===== config.mk =====
export PLATFORM = sky130hd
export DESIGN_NAME = conv_window_gen
export DESIGN_NICKNAME = d
export VERILOG_FILES = /design/src/rtl/conv_window_gen.sv
export SDC_FILE = /design/constraint.sdc
export NUM_CORES = 1
export LEC_CHECK = 0
export CAP_MARGIN = 20
export CORE_ASPECT_RATIO = 0.9
export CORE_MARGIN = 4
export CORE_UTILIZATION = 45
export DETAILED_ROUTE_END_ITERATION = 8
export HOLD_SLACK_MARGIN = 0.05
export PLACE_DENSITY = 0.77
export SYNTH_ARGS = -nofsm -noshare
export SYNTH_HDL_FRONTEND = slang
export SYNTH_SLANG_ARGS = --single-unit

===== constraint.sdc =====
create_clock -name clk -period 5 [get_ports clk]
set_input_delay 1 -clock clk [delete_from_list [all_inputs] [get_ports clk]]
set_output_delay 1 -clock clk [all_outputs]
set_load 0.01 [all_outputs]

===== src/rtl/conv_window_gen.sv =====
// Streaming 3x3 convolution window generator: two line buffers plus a 3x3 shift window.
// Define CONV_WINDOW_FLAGS_EN to add the win_eol / win_eof outputs.
module conv_window_gen #(
    parameter int IMG_W  = 8,
    parameter int IMG_H  = 8,
    parameter int DATA_W = 16
) (
    input  logic              clk,
    input  logic              reset,
    input  logic [DATA_W-1:0] pix_in,
    input  logic              pix_valid,
    input  logic              pix_sof,
    output logic              pix_ready,
    output logic [DATA_W-1:0] tap1,
    output logic [DATA_W-1:0] tap2,
    output logic [DATA_W-1:0] tap3,
    output logic [DATA_W-1:0] tap4,
    output logic [DATA_W-1:0] tap5,
    output logic [DATA_W-1:0] tap6,
    output logic [DATA_W-1:0] tap7,
    output logic [DATA_W-1:0] tap8,
    output logic [DATA_W-1:0] tap9,
    output logic              win_valid,
    input  logic              win_ready
`ifdef CONV_WINDOW_FLAGS_EN
    ,
    output logic              win_eol,
    output logic              win_eof
`endif
);

    localparam int CW = $clog2(IMG_W);
    localparam int RW = $clog2(IMG_H);

    localparam logic [CW-1:0] COL_LAST = CW'(IMG_W - 1);
    localparam logic [RW-1:0] ROW_LAST = RW'(IMG_H - 1);
    localparam logic [CW-1:0] COL_TWO  = CW'(2);
    localparam logic [RW-1:0] ROW_TWO  = RW'(2);

    // Position the next accepted pixel will take unless it carries sof.
    logic [CW-1:0]     r_col;
    logic [RW-1:0]     r_row;
    logic              r_win_valid;
    logic [DATA_W-1:0] r_tap [9];
    logic [DATA_W-1:0] r_lb0 [IMG_W];
    logic [DATA_W-1:0] r_lb1 [IMG_W];

    logic              w_accept;
    logic [CW-1:0]     w_col;
    logic [RW-1:0]     w_row;
    logic              w_col_last;
    logic              w_row_last;
    logic              w_window;
    logic [DATA_W-1:0] w_lb0_rd;
    logic [DATA_W-1:0] w_lb1_rd;

    assign pix_ready = !r_win_valid || win_ready;
    assign w_accept  = pix_valid && pix_ready && !reset;

    // An sof pixel is (0,0) no matter where the counters currently point.
    assign w_col      = pix_sof ? '0 : r_col;
    assign w_row      = pix_sof ? '0 : r_row;
    assign w_col_last = (w_col == COL_LAST);
    assign w_row_last = (w_row == ROW_LAST);
    assign w_window   = (w_row >= ROW_TWO) && (w_col >= COL_TWO);

    assign w_lb0_rd = r_lb0[w_col];
    assign w_lb1_rd = r_lb1[w_col];

    // NOTE: sequential state uses non-blocking assignments so every register samples pre-edge values.
    always_ff @(posedge clk) begin
        if (reset) begin
            r_col <= '0;
            r_row <= '0;
        end else if (w_accept) begin
            if (w_col_last) begin
                r_col <= '0;
                r_row <= w_row_last ? '0 : w_row + RW'(1);
            end else begin
                r_col <= w_col + CW'(1);
                r_row <= w_row;
            end
        end
    end

    // NOTE: line buffers carry no reset; the row>=2 gate keeps stale rows out of any valid window.
    always_ff @(posedge clk) begin
        if (w_accept) begin
            r_lb1[w_col] <= w_lb0_rd;
            r_lb0[w_col] <= pix_in;
        end
    end

    // Window shifts on every accept, including those that do not complete a window.
    always_ff @(posedge clk) begin
        if (reset) begin
            r_win_valid <= 1'b0;
            for (int i = 0; i < 9; i++) begin
                r_tap[i] <= '0;
            end
        end else if (w_accept) begin
            r_win_valid <= w_window;
            for (int r = 0; r < 3; r++) begin
                r_tap[3*r]   <= r_tap[3*r+1];
                r_tap[3*r+1] <= r_tap[3*r+2];
            end
            r_tap[2] <= w_lb1_rd;
            r_tap[5] <= w_lb0_rd;
            r_tap[8] <= pix_in;
        end else if (win_ready) begin
            r_win_valid <= 1'b0;
        end
    end

`ifdef CONV_WINDOW_FLAGS_EN
    logic r_eol;
    logic r_eof;

    always_ff @(posedge clk) begin
        if (reset) begin
            r_eol <= 1'b0;
            r_eof <= 1'b0;
        end else if (w_accept) begin
            r_eol <= w_col_last;
            r_eof <= w_col_last && w_row_last;
        end
    end

    assign win_eol = r_eol;
    assign win_eof = r_eof;
`endif

    assign win_valid = r_win_valid;
    assign tap1      = r_tap[0];
    assign tap2      = r_tap[1];
    assign tap3      = r_tap[2];
    assign tap4      = r_tap[3];
    assign tap5      = r_tap[4];
    assign tap6      = r_tap[5];
    assign tap7      = r_tap[6];
    assign tap8      = r_tap[7];
    assign tap9      = r_tap[8];

endmodule


==> impl_metrics.ini <==
[yosys]
async_reset_ff_frac = 0
mappedNetlistArea_sq_um = 15700
synth_common_cells = edfxtp_1 (400), and2_1 (127), mux2i_1 (96)
syn_nets = 963
ys_seq_area_frac = 0.774
synth_enable_flop_cells = 400
yosys_warnings = 0
ys_types = 37
synth_top_cell_by_area = edfxtp_1
ys_ff_latch = 407
avgSynthCellArea_sq_um = 16.7
synth_top_area_share = 0.765
ys.flop_type = edfxtp_1
synth_area_leaders = edfxtp_1 (77%), mux2i_1 (6.1%), and2_1 (5.1%), o22ai_1 (1.3%), nand2_1 (1.2%)
synth_most_common_cell = edfxtp_1
syn_inst = 939

[pwr]
total_power_mw = 7.23
seqPwrFrac = 0.544
vdd_drop_max_v = 0.000229
power_leakage_nw = 6.61
switching_share = 0.213
power_density_nw_per_um2 = 378
netSwitchingPower_mw = 1.54
pwr-share-comb = 0.073
power_frac_clock = 0.383
p_int_mw = 5.69

[critical_path]
crit_start = win_ready
path_delay_family = buffers and inverters
crit_path_max_incr_delay_ns = 0.51
path_cells = clkdlybuf4s50_1, nor2b_2, inv_1, clkdlybuf4s50_1
crit_slowest_cell = clkdlybuf4s50_1
reg2reg_from = r_col[0]
critPathLaunchType = input port
critPathMaxFanout = 6
reg2reg_setup_slack_ns = 2.09
critPathKind = in -> out
endpoint_kind = primary output
crit_top_cell = clkdlybuf4s50_1
crit_arrival_ns = 2.35
crit_required_ns = 4.00
path_buf_inv = 3

[cts]
post_cts_resized = 0
clock_latency_ns = 0.53
htreeDepth = 2
clk_path_buf_depth = 3
clk_pin_slew_ns = 0.06
cts_sinks = 407
postCtsSetupRepairBufs = 0
cts_buffers = 41
cts_hold_repair.buffers = 0
cts_root_buf = clkbuf_16
cts_tree = built

[timing]
relSlewSlack = 0.278
rsz0062_at_grt = no
fin_crit_ns = 3.35
tightestPinTransition_ns = 1.08
setup-violations-final = 0
hold_viol = 0
drv_slew = 0
fin_worst_skew_ns = 0.0217
timing.fmax_mhz = 299
fin_crit_sh = 0.669
tns_ns = 0

[global_route]
grt_pass1_vias = 8449
grt_pass1_wl_um = 49400
antenna_found_initial = 0
grt_util_all_layers = 0.168
grt_max_degree = 93
grt_overflow = 0

[routing]
ant_nets = 0
vias = 8552
first_pass_iters = 9
drtIter0Drc = 811
vias_per_cell = 5.33
drc = 0
wl_per_cell_um = 20.4
drt-total-wl_um = 32800

[cells_and_area]
fin_util = 0.560
area_delta_synth_final_pct = 22.0
antenna-diode-count = 0
fin_nets = 1137
drive_gt1_frac = 0.0798

[hold_path]
hold_path_startpoint = r_row[1]
hold_path_class = reg -> reg

[placement]
portBuffers = 166
routabilityCongestion = 0.752
dpl.hpwl_um = 19700

[floorplanning]
core-area_sq_um = 34200
ios = 167
die_w_um = 205
dieHeight_um = 185
row_count = 64
initial_core_util = 0.459
die_area_sq_um = 37900

[status]
status = complete, no violations

[job]
maxCapViolCount = 0
[worst register-to-register path, stage by stage, from the launching register on]
cell     delay [ns]
dfxtp_4        0.67
buf_4          0.75
nand2_1        0.25
nor2_2         0.63
buf_12         0.29
[power groups by stage]
| stage | Combinational [mW] | Sequential, mW | Clock, mW |
|---|---|---|---|
| final | 0.528 | 3.93 | 2.77 |
| after global routing | 0.565 | 3.94 | 2.97 |
| after CTS | 0.530 | 3.94 | 2.81 |
| after detailed placement | 0.528 | 4.01 | 0 |
| after global placement | 0.515 | 4.01 | 0 |
| after floorplan | 0.222 | 4.03 | 0 |
[layout make-up]
cell class,count,area [sq um]
inverter,5,18.8
sequential,407,12200
clock inverter,18,134
timing repair buffer,189,1900
fill,2602,15100
multi-input combinational,469,3280
tap,462,578
clock buffer,53,1070
[cell usage in the layout (no fill, tap or decap), drive strengths merged, types with 15 or more instances in the layout]
master,n
a211o,15
a22o,16
and2,127
buf,24
clkbuf,53
clkdlybuf4s50,165
clkinv,15
edfxtp,400
mux2i,96
nand2,50
nor2,26
o21ai,35
o22ai,32
[registers in the layout, indices dropped and copies added (netlist names)]
| signal | cells |
|---|---|
| r_tap | 144 |
| r_lb0 | 128 |
| r_lb1 | 128 |
| r_col | 3 |
| r_row | 3 |
| win_valid | 1 |
[cells by family after synthesis]
| group | Yosys count | share of synthesized area |
|---|---|---|
| and+or+nand+nor | 227 | 0.0787 |
| muxes | 96 | 0.0612 |
| buffers and inverters | 63 | 0.0207 |
| adders and majority gates | 3 | 0.00239 |
| DFF | 407 | 0.774 |
| AOI/OAI and AO/OA | 143 | 0.0626 |
[metrics by stage]
| step | instances | cell area (sq um) | setup WS (ns) | hold WS [ns] |
|---|---|---|---|---|
| 2_1_floorplan | 939 | 15700 | 0.534 | 0.456 |
| 3_3_place_gp | 1531 | 17900 | 1.55 | 0.476 |
| 3_5_place_dp | 1531 | 17900 | 1.47 | 0.489 |
| 4_1_cts | 1602 | 19100 | 1.65 | 0.512 |
| 5_1_grt | 1603 | 19100 | 1.61 | 0.554 |
| 6_report | 1603 | 19100 | 1.65 | 0.513 |
[layer usage]
| layer | GRT usage | routed length, um |
|---|---|---|
| met1 | 0.223 | 13200 |
| met2 | 0.293 | 16400 |
| met3 | 0.0320 | 2700 |
| met4 | 0.0375 | 530 |
| met5 | 0 | 0 |
[worst paths after layout]
path | endpoint | cells past startpoint
worst max-delay path | pix_ready | 4
worst min-delay path | r_row[1] | 2
worst max register to register | r_lb0[5][10] | 4
worst min register to register | r_row[1] | 2
Note: power is estimated with default switching activity, not from simulation.
